**config.mk**
```make
export PLATFORM = sky130hd
export DESIGN_NAME = dmem_arbiter
export DESIGN_NICKNAME = d
export VERILOG_FILES = /design/src/rtl/dmem_arbiter.sv
export SDC_FILE = /design/constraint.sdc
export NUM_CORES = 1
export LEC_CHECK = 0
export ABC_AREA = 0
export CELL_PAD_IN_SITES_DETAIL_PLACEMENT = 1
export CELL_PAD_IN_SITES_GLOBAL_PLACEMENT = 2
export CORE_MARGIN = 3
export CORE_UTILIZATION = 32
export DETAILED_ROUTE_END_ITERATION = 10
export DONT_BUFFER_PORTS = 1
export HOLD_SLACK_MARGIN = 0.12
export PLACE_DENSITY_LB_ADDON = 0.1
export SYNTH_ARGS = -nofsm -noshare
export SYNTH_HDL_FRONTEND = slang
export SYNTH_SLANG_ARGS = --single-unit
```
**constraint.sdc**
```tcl
create_clock -name clk -period 1.9 [get_ports clk]
set_clock_uncertainty 0.2 [all_clocks]
set_input_delay 0.475 -clock clk [delete_from_list [all_inputs] [get_ports clk]]
set_output_delay 0.475 -clock clk [all_outputs]
set_load 0.02 [all_outputs]
```
**src/rtl/dmem_arbiter.sv**
```systemverilog
// Two-port arbiter/sequencer in front of the single-port data memory: core vs DMA,
// with DMA bus locking. Optional anti-starvation counter under `DMEM_ARB_STARVE_EN.
`timescale 1ns/1ps

module dmem_arbiter #(
  parameter int WIDTH    = 32,
  parameter int ADDRESS  = 10,
  parameter int MAX_WAIT = 8
) (
  input  logic               clk,
  input  logic               reset,
  input  logic               c_req,
  input  logic               c_we,
  input  logic [ADDRESS-1:0] c_addr,
  input  logic [WIDTH-1:0]   c_wdata,
  output logic               c_gnt,
  output logic               c_rvalid,
  output logic [WIDTH-1:0]   c_rdata,
  input  logic               d_req,
  input  logic               d_we,
  input  logic [ADDRESS-1:0] d_addr,
  input  logic [WIDTH-1:0]   d_wdata,
  input  logic               d_lock,
  output logic               d_gnt,
  output logic               d_rvalid,
  output logic [WIDTH-1:0]   d_rdata,
  output logic               mem_rw,
  output logic [ADDRESS-1:0] mem_addr,
  output logic [WIDTH-1:0]   mem_wdata,
  input  logic [WIDTH-1:0]   mem_rdata
);

  typedef enum logic [0:0] {FREE = 1'b0, DMA_LOCKED = 1'b1} owner_e;

  owner_e             state_r;
  owner_e             state_nxt_s;
  logic               c_gnt_s;
  logic               d_gnt_s;
  logic               force_dma_s;
  logic               mem_rw_s;
  logic [ADDRESS-1:0] mem_addr_s;
  logic [WIDTH-1:0]   mem_wdata_s;
  logic               c_rvalid_r;
  logic               d_rvalid_r;
  logic [WIDTH-1:0]   c_rdata_r;
  logic [WIDTH-1:0]   d_rdata_r;

  if ((MAX_WAIT < 1) || (MAX_WAIT > 255)) begin : g_max_wait_bad
    $error("dmem_arbiter: MAX_WAIT must be in 1..255");
  end

`ifdef DMEM_ARB_STARVE_EN
  logic [7:0] wait_cnt_r;

  // Count cycles a pending DMA request is refused; any grant or idle cycle restarts it.
  always_ff @(posedge clk) begin
    if (reset) begin
      wait_cnt_r <= 8'd0;
    end else if (d_gnt_s || !d_req) begin
      wait_cnt_r <= 8'd0;
    end else begin
      wait_cnt_r <= wait_cnt_r + 8'd1;
    end
  end

  assign force_dma_s = d_req && (wait_cnt_r == 8'(MAX_WAIT));
`else
  assign force_dma_s = 1'b0;
`endif

  // Owner state register.
  always_ff @(posedge clk) begin
    if (reset) begin
      state_r <= FREE;
    end else begin
      state_r <= state_nxt_s;
    end
  end

  // Owner next-state: a locked DMA grant takes the memory, an unlocked grant or idle DMA frees it.
  always_comb begin
    state_nxt_s = state_r;
    case (state_r)
      FREE: begin
        if (d_gnt_s && d_lock) begin
          state_nxt_s = DMA_LOCKED;
        end else begin
          state_nxt_s = FREE;
        end
      end
      DMA_LOCKED: begin
        if (!d_req || (d_gnt_s && !d_lock)) begin
          state_nxt_s = FREE;
        end else begin
          state_nxt_s = DMA_LOCKED;
        end
      end
      default: state_nxt_s = FREE;
    endcase
  end

  // Grant decode: core priority in FREE unless the DMA is being forced through.
  always_comb begin
    c_gnt_s = 1'b0;
    d_gnt_s = 1'b0;
    if (reset) begin
      c_gnt_s = 1'b0;
      d_gnt_s = 1'b0;
    end else begin
      case (state_r)
        FREE: begin
          if (c_req && !force_dma_s) begin
            c_gnt_s = 1'b1;
          end else if (d_req) begin
            d_gnt_s = 1'b1;
          end else begin
            c_gnt_s = 1'b0;
            d_gnt_s = 1'b0;
          end
        end
        DMA_LOCKED: d_gnt_s = d_req;
        default: begin
          c_gnt_s = 1'b0;
          d_gnt_s = 1'b0;
        end
      endcase
    end
  end

  // Memory drive mux; bus is parked at zero with no grant so no stray write can occur.
  always_comb begin
    mem_rw_s    = 1'b0;
    mem_addr_s  = {ADDRESS{1'b0}};
    mem_wdata_s = {WIDTH{1'b0}};
    if (c_gnt_s) begin
      mem_rw_s    = c_we;
      mem_addr_s  = c_addr;
      mem_wdata_s = c_wdata;
    end else if (d_gnt_s) begin
      mem_rw_s    = d_we;
      mem_addr_s  = d_addr;
      mem_wdata_s = d_wdata;
    end else begin
      mem_rw_s    = 1'b0;
      mem_addr_s  = {ADDRESS{1'b0}};
      mem_wdata_s = {WIDTH{1'b0}};
    end
  end

  // Read return: capture memory data for the granted read port, one-cycle valid pulse.
  always_ff @(posedge clk) begin
    if (reset) begin
      c_rvalid_r <= 1'b0;
      d_rvalid_r <= 1'b0;
      c_rdata_r  <= {WIDTH{1'b0}};
      d_rdata_r  <= {WIDTH{1'b0}};
    end else begin
      c_rvalid_r <= c_gnt_s && !c_we;
      d_rvalid_r <= d_gnt_s && !d_we;
      if (c_gnt_s && !c_we) begin
        c_rdata_r <= mem_rdata;
      end
      if (d_gnt_s && !d_we) begin
        d_rdata_r <= mem_rdata;
      end
    end
  end

  assign c_gnt     = c_gnt_s;
  assign d_gnt     = d_gnt_s;
  assign mem_rw    = mem_rw_s;
  assign mem_addr  = mem_addr_s;
  assign mem_wdata = mem_wdata_s;
  assign c_rvalid  = c_rvalid_r;
  assign d_rvalid  = d_rvalid_r;
  assign c_rdata   = c_rdata_r;
  assign d_rdata   = d_rdata_r;

endmodule

```
==> impl_metrics.json, run 1 <==
{
  "outcome": "finished with violations",
  "violations": "negative setup slack",
  "antenna_found_initial": 0,
  "clock_path_buffers": 2,
  "drv_slew": 0,
  "place_ws_ns": -0.148,
  "final_cell_mix": "66 x dfxtp_1, 64 x o21ai_0, 40 x a22o_4, 36 x dlygate4sd3_1, 33 x nand2b_1",
  "drc_errors": 0,
  "peakVddDrop_mv": 0.372,
  "nNetsFinal": 505,
  "io_buffers": 0,
  "drive_above_1_share_pct": 22.7,
  "setup_ws_ns": -0.237,
  "cts.htree.levels": 3,
  "overflow": 0,
  "hp-class": "input port to register",
  "hold_viol_final": 0,
  "dp_hpwl_um": 8140,
  "clock-sinks": 67,
  "synthesis.area_sq_um": 3080,
  "dieHeight_um": 104,
  "power_leakage_nw": 1.63,
  "layout_commonest_cell": "dfxtp_1",
  "postSynthCellCount": 347,
  "reg2reg_depth": 5,
  "cts_root_buffer": "clkbuf_8",
  "crit_type": "register to output pin",
  "critPathMaxFanout": 3,
  "setup_viol_count_final": 45,
  "finalCritPeriodShare_pct": 112,
  "totalWireLength_um": 12000,
  "fin_area_sq_um": 4290,
  "die_w_um": 104,
  "antenna_cells": 0,
  "fin_tns_setup_ns": -9.47,
  "drv_cap": 0,
  "synth_nets": 470,
  "crit_end": "mem_wdata[0]",
  "clk_pin_slew_ns": 0.08,
  "initial_core_util_pct": 33.2,
  "r2r_start": "state_r$_SDFF_PP0_",
  "core_area_sq_um": 9280,
  "layout_min_cycle_time_ns": 2.14,
  "drt-vias-per-instance": 5.40,
  "cp_cell_sequence": "nor2b_4 > nor2b_4 > buf_6 > buf_6 > a22o_1 > buf_6",
  "drtPass1Iterations": 5,
  "drt_iter0_drc": 103,
  "via_count": 2786,
  "crit_buf_inv": 3,
  "area_growth_pct": 39.3,
  "avgSynthCellArea_sq_um": 8.88,
  "placementRows": 35,
  "grt_max_degree": 66,
  "gp_congestion": 0.885,
  "ys_ff_latch": 67,
  "cp_common_cell": "buf_6",
  "synth_warnings": 0,
  "max_slew_margin_pct": 78.6,
  "max_stage_delay_ns": 0.34,
  "ys_seq_area_share_pct": 43.5,
  "required_ns": 1.22,
  "insertion_delay_ns": 0.32,
  "post_dp_cell_area_sq_um": 3570,
  "crit_path_top_delay_cell": "dfxtp_2",
  "ioPinCount": 234,
  "power_density_nw_per_um2": 754,
  "grt_setup_unrepaired": "true",
  "arrival_ns": 1.46,
  "tritoncts": "built",
  "worstSetupEndpointType": "output pin",
  "timing.rr.end": "d_rdata[30]$_SDFFE_PP0P_",
  "dieArea_sq_um": 10800,
  "synth.distinct_cells": 18,
  "crit_cells": 6,
  "fin_hold_ws_ns": 0.142,
  "cts_buffers": 9,
  "grt_pass1_vias": 2897,
  "grt_pass1_wl_um": 18200,
  "crit_family": "flip-flops",
  "drtAntennaViolNets": 0,
  "wl_per_cell_um": 23.3,
  "track_usage_pct": 21.4,
  "max_freq_mhz": 468,
  "worst_pin_slew_ns": 0.321,
  "cp-start-kind": "register",
  "reg2reg_slack_ns": 0.33,
  "crit_path_start": "state_r$_SDFF_PP0_",
  "power_mw": 3.24
}
==> worst min-delay path by stage <==
stage	to	cells past startpoint	slack, ns	start
final	c_rdata[21]$_SDFFE_PP0P_	2	0.14	reset
after global routing	c_rdata[30]$_SDFFE_PP0P_	2	0.13	reset
after CTS	c_rdata[21]$_SDFFE_PP0P_	2	0.13	reset
after detailed placement	d_rdata[4]$_SDFFE_PP0P_	1	0.35	reset
after global placement	d_rdata[10]$_SDFFE_PP0P_	1	0.35	reset
after floorplan	c_rdata[10]$_SDFFE_PP0P_	2	0.35	c_rdata[10]$_SDFFE_PP0P_
==> registers in the layout, indices dropped and copies added (netlist names) <==
name and count:
d_rvalid 1, d_rdata 32, c_rdata 32, state_r 1, c_rvalid 1
==> stage by stage <==
step	util (%)	std cells
global placement	38.4	455
CTS	45.9	515
finish	46.3	516
detailed placement	38.4	455
floorplan	-	347
global route	46.3	516
==> synth_stat cells <==
library cell,number,area share [%]
nor3_1,1,0.16
nor4b_2,1,0.49
or3b_1,32,9.1
buf_6,5,1.8
o21ai_0,64,10
nand2_1,32,3.9
buf_2,16,2.6
nor2_4,1,0.37
nor2b_1,2,0.41
buf_4,4,0.97
nand2b_4,1,0.45
and2_1,1,0.20
nand2b_1,33,6.7
dfxtp_1,67,44
a22o_1,43,12
clkbuf_2,2,0.32
a21oi_1,32,5.2
clkbuf_1,10,1.2
==> layer usage <==
layer / vias up / share of wire [%] / track usage [%] / wire [um]
li1: 1316 / - / - / -
met1: 1335 / 42 / 25.8 / 5040
met2: 126 / 47 / 35.2 / 5710
met3: 9 / 9.5 / 9.93 / 1140
met4: 0 / 1.1 / 4.37 / 130
met5: - / 0 / 0 / 0
==> kinds of logic after synthesis <==
family | after synthesis | synth area share [%]
flip-flops | 67 | 43.5
buffers and inverters | 37 | 6.94
AO/OA/AOI/OAI | 139 | 27.8
AND/OR/NAND/NOR | 104 | 21.8
==> power by group <==
part	internal (mW)	switching (mW)	total, mW
combinational	0.280	0.281	0.561
clock	0.485	0.601	1.09
sequential	1.47	0.122	1.59
==> final cells by class <==
class,instances,area [sq um]
clock buffers,9,124
clock inverters,7,52.6
fillers,1041,4990
multi-input cells,243,1900
flip-flops and latches,67,1340
well taps,129,161
repair buffers,61,711
==> worst reg2reg max path, delay by kind of cell, from the launching register on <==
| kind | cells | cell delay (ns) |
|---|---|---|
| AOI/OAI and AO/OA | 1 | 0.12 |
| DFF | 1 | 0.36 |
| buffers and inverters | 2 | 0.37 |
| and+or+nand+nor | 2 | 0.47 |
==> what timing repair did <==
item	in CTS	in global routing
endpoints found under the hold margin	66	0
gates cloned	2	1
setup buffers	5	0
gates resized for setup	12	1
endpoints found under the setup margin	45	45
hold buffers	37	0
pin swaps	5	1
(Power assumes the default switching activity.)
==> run 2, diff against run 1 <==
--- a/config.mk
+++ b/config.mk
@@ -14,6 +14,7 @@
 export DONT_BUFFER_PORTS = 1
 export HOLD_SLACK_MARGIN = 0.12
 export PLACE_DENSITY_LB_ADDON = 0.1
+export SLEW_MARGIN = 20
 export SYNTH_ARGS = -nofsm -noshare
 export SYNTH_HDL_FRONTEND = slang
 export SYNTH_SLANG_ARGS = --single-unit
==> results of run 2 <==
No change in the layout: final DEF, timing and power equal those of run 1.
==> patch 1: new RTL, config.mk and constraints of run 1 <==
The option `DMEM_ARB_STARVE_EN` is turned on by a define.
--- a/src/rtl/dmem_arbiter.sv
+++ b/src/rtl/dmem_arbiter.sv
@@ -3,2 +3,4 @@
 `timescale 1ns/1ps
+
+`define DMEM_ARB_STARVE_EN
 
Behaviour: not the same (a bounded check fails within 10 cycles, from zero or initial values and one cycle with reset high).
==> patch 1 against run 1 <==
Synthesized cell count rose by 10%; sequential cell count rose by 8; design area rose by 22%; combinational power rose by 16%; wire length rose by 15%; clock power rose by 32%; sequential share of layout area fell by 2.5 points; die area rose by 6.8%; the run still ends with negative setup slack left; setup slack got worse by 0.47 ns; maximum frequency fell by 18%; count of clock-buffer cells in the layout did not move; highest routed layer unchanged; area after synthesis rose by 7.3%; power rose by 19%.
==> patch 1: results (changes against run 1) <==
status complete, but fails checks; failing checks negative setup slack; Setup-failing EPs final 111 (+150%); adder-cell share of the synthesized area 0.00757 (+0.00757); Min-Delay Startpoint d_lock; Cell Area, Placed 0.00387 mm² (+8.6%); Max VDD drop 366 µV (-1.7%); Hold Path Depth 1 (-1); WHS Endpoint state_r; Critical Path AT 1.93 ns (+0.47 ns); Post-Synth XOR/XNOR Area 0.0159 (+0.0159); P_leak 2.20 nW (+35%); Reg2Reg Setup Slack -0.23 ns (-0.56 ns); CP startpoint wait_cnt_r[1]; R2R cell count 9 (+4); GRT Total Usage 0.206 (-0.00846); clk_lat worst skew 0.34 ns (+0.02 ns); Pwr Density 738 mW/mm² (-2.1%); Synth cell types 26 (+8); DRT met1 WL 5.16 mm (+2.3%); worst setup margin -0.709 ns (-0.471 ns); met3 Track Usage GR 0.0846 (-0.0147); cts hold-fix bufs 32 (-14%); Commonest cells post-synth 75 x dfxtp_1, 69 x nand3_1, 43 x a22o_1; met1 usage 0.232 (-0.0256)
-- patch 1: cell types whose count changed in the layout (fill, tap and decap cells not counted), moves of 7 or more --
cell | run 1 | this run
inv_1 | 0 | 32
clkbuf_16 | 1 | 10
or3b_1 | 32 | 0
a21oi_1 | 32 | 0
nand3_1 | 0 | 37
nand3_2 | 0 | 32
nand2b_1 | 33 | 2
o21ai_2 | 0 | 31
o21ai_1 | 0 | 33
nor2_1 | 0 | 7
o21ai_0 | 64 | 0
buf_4 | 9 | 18
-- patch 1: layout make-up --
| class | count | share of cell area |
|---|---|---|
| Inverter | 36 | 0.0258 |
| Tap cell | 133 | 0.0318 |
| Multi-Input combinational cell | 240 | 0.398 |
| Timing Repair Buffer | 85 | 0.213 |
| Sequential cell | 75 | 0.287 |
| Clock buffer | 9 | 0.0236 |
| Clock inverter | 5 | 0.0198 |
-- patch 1: report_power, final --
part | switching, mW | internal (mW)
sequential | 0.135 | 1.64
combinational | 0.337 | 0.316
clock | 0.583 | 0.858
==> patch 2: new RTL, settings of run 1 <==
Made on the original files. The parameter `WIDTH` goes from 32 to 48.
--- a/src/rtl/dmem_arbiter.sv
+++ b/src/rtl/dmem_arbiter.sv
@@ -5,3 +5,3 @@
 module dmem_arbiter #(
-  parameter int WIDTH    = 32,
+  parameter int WIDTH    = 48,
   parameter int ADDRESS  = 10,
Ports: changed (6 resized); port bits go from 234 to 330. No check against the original RTL was run, so the function may have changed too.
==> patch 2 against run 1 <==
The flow still finishes with violations (negative setup slack); combinational power is 77% higher; setup slack worse by 0.23 ns; highest routed layer unchanged; power is 63% higher; design area is 62% higher; wire length is 92% higher; area after synthesis is 45% higher; sequential cell count is 32 higher; first-iteration DRC count is 120% higher.
==> patch 2: results (changes against run 1) <==
worst setup margin -0.465 ns (-0.227 ns); Reg2Reg Setup Slack 0.07 ns (-0.26 ns); Worst R2R Start state_r; ranking of synthesized cells by area dfxtp_1 44%, a22o_1 12%, o21ai_0 10%; P_leak 2.58 nW (+59%); pin count of the biggest net entering global routing 61 (-7.6%); CP max stage cell dfxtp_4; Slew @ Worst Pin 0.597 ns (+0.276 ns); register area share after synthesis 0.444 (+0.00901); fraction of registers with async set/reset 0 (unchanged); Commonest cells post-synth 99 x dfxtp_1, 90 x o21ai_0, 59 x a22o_1; clk_lat worst skew 0.35 ns (+0.03 ns); CTS Buffer Depth 2 (unchanged); vias in the first global route 4405 (+52%); Post-Syn Instances 509 (+47%); Crit Path Max Fanout 5 (+2); Critical Path AT 1.69 ns (+0.23 ns); Place WS -0.298 ns (-0.150 ns); Worst R2R End d_rdata[4]; Via density 5.54 (+2.6%); R2R cell count 6 (+1); Hold Path Depth 2 (unchanged); Worst Hold Class in -> reg; status complete, but fails checks; First DRT Iteration DRCs 223 (+120%); Final nets 774 (+53%); Num CTS Buffers 9 (unchanged); antenna violations before repair 1 (+1); H-tree depth 3 (unchanged); placer congestion estimate 0.754 (-15%); Ys Warns 0 (unchanged); Largest stage delay, worst path 0.36 ns (+0.02 ns); Min-Delay Startpoint reset; Mapped Nets 680 (+45%); DP Wirelength 15.1 mm (+86%); Cell Area, Placed 0.00532 mm² (+49%); Port Buffers 0 (unchanged); setup_tns -23.78 ns (-14.32 ns); Layout Cells excl Fill 786 (+52%); layout cells sized above 1 0.235 (+0.00781); root buffer cell clkbuf_16; nature of the critical path startpoint register; Setup-failing EPs final 61 (+36%); Switch Pwr 1.54 mW (+53%); Synth Flop Type dfxtp_1; crit path to mem_wdata[16]; Synth cell types 20 (+2); failing checks negative setup slack; 1st-pass router iterations 6 (+1); final wirelength 23.1 mm (+92%); Reg clk slew, reported paths 0.07 ns; filler cell count 1438 (+38%); hold_ws 0.133 ns (-0.00892 ns); first-pass GRT wire length 29.8 mm (+64%); GRT Total Usage 0.272 (+0.0581); Max VDD drop 501 µV (+34%); WHS Endpoint c_rdata[6]
==> patch 2: cell families after synthesis <==
| logic type | after synthesis | share of synthesized area |
|---|---|---|
| buf+inv | 55 | 0.0614 |
| flops | 99 | 0.444 |
| simple gates | 152 | 0.217 |
| compound gates | 203 | 0.277 |
==> patch 2: critical path, delay by kind of cell, from the launching register on <==
kind	cells	cell delay [ns]
buffers and inverters	3	0.44
flip-flops	1	0.36
AND/OR/NAND/NOR	2	0.36
AO/OA/AOI/OAI	1	0.17
==> patch 2: power groups by stage <==
stage | Sequential [mW] | Combinational (mW) | Clock, mW
2_1_floorplan | 2.37 | 0.487 | 0
3_3_place_gp | 2.41 | 0.689 | 0
3_5_place_dp | 2.41 | 0.708 | 0
4_1_cts | 2.36 | 0.925 | 1.94
5_1_grt | 2.37 | 1.05 | 2.05
6_report | 2.36 | 0.994 | 1.91
==> patch 2: timing repair <==
item,CTS,global route
cloned,4,3
gates resized for setup,27,43
pin swaps,0,15
endpoints found under the hold margin,98,0
buffers inserted,7,5
hold buffers,72,0
setup endpoints to repair,61,62
==> patch 2: metal layers <==
layer,up-vias,share of wire,GRT usage
li1,2010,-,-
met1,2133,0.34,0.283
met2,186,0.55,0.504
met3,26,0.082,0.0881
met4,0,0.032,0.109
met5,-,0,0
==> patch 2: cell type report <==
class                           count  area (µm²)  share of cell area
Multi-Input combinational cell    355        2650               0.381
Tap cell                          176         220              0.0317
Antenna cell                        2        5.00            0.000721
Timing Repair Buffer              138        1780               0.257
Clock buffer                        9         225              0.0324
Clock inverter                      7        75.1              0.0108
Sequential cell                    99        1990               0.286
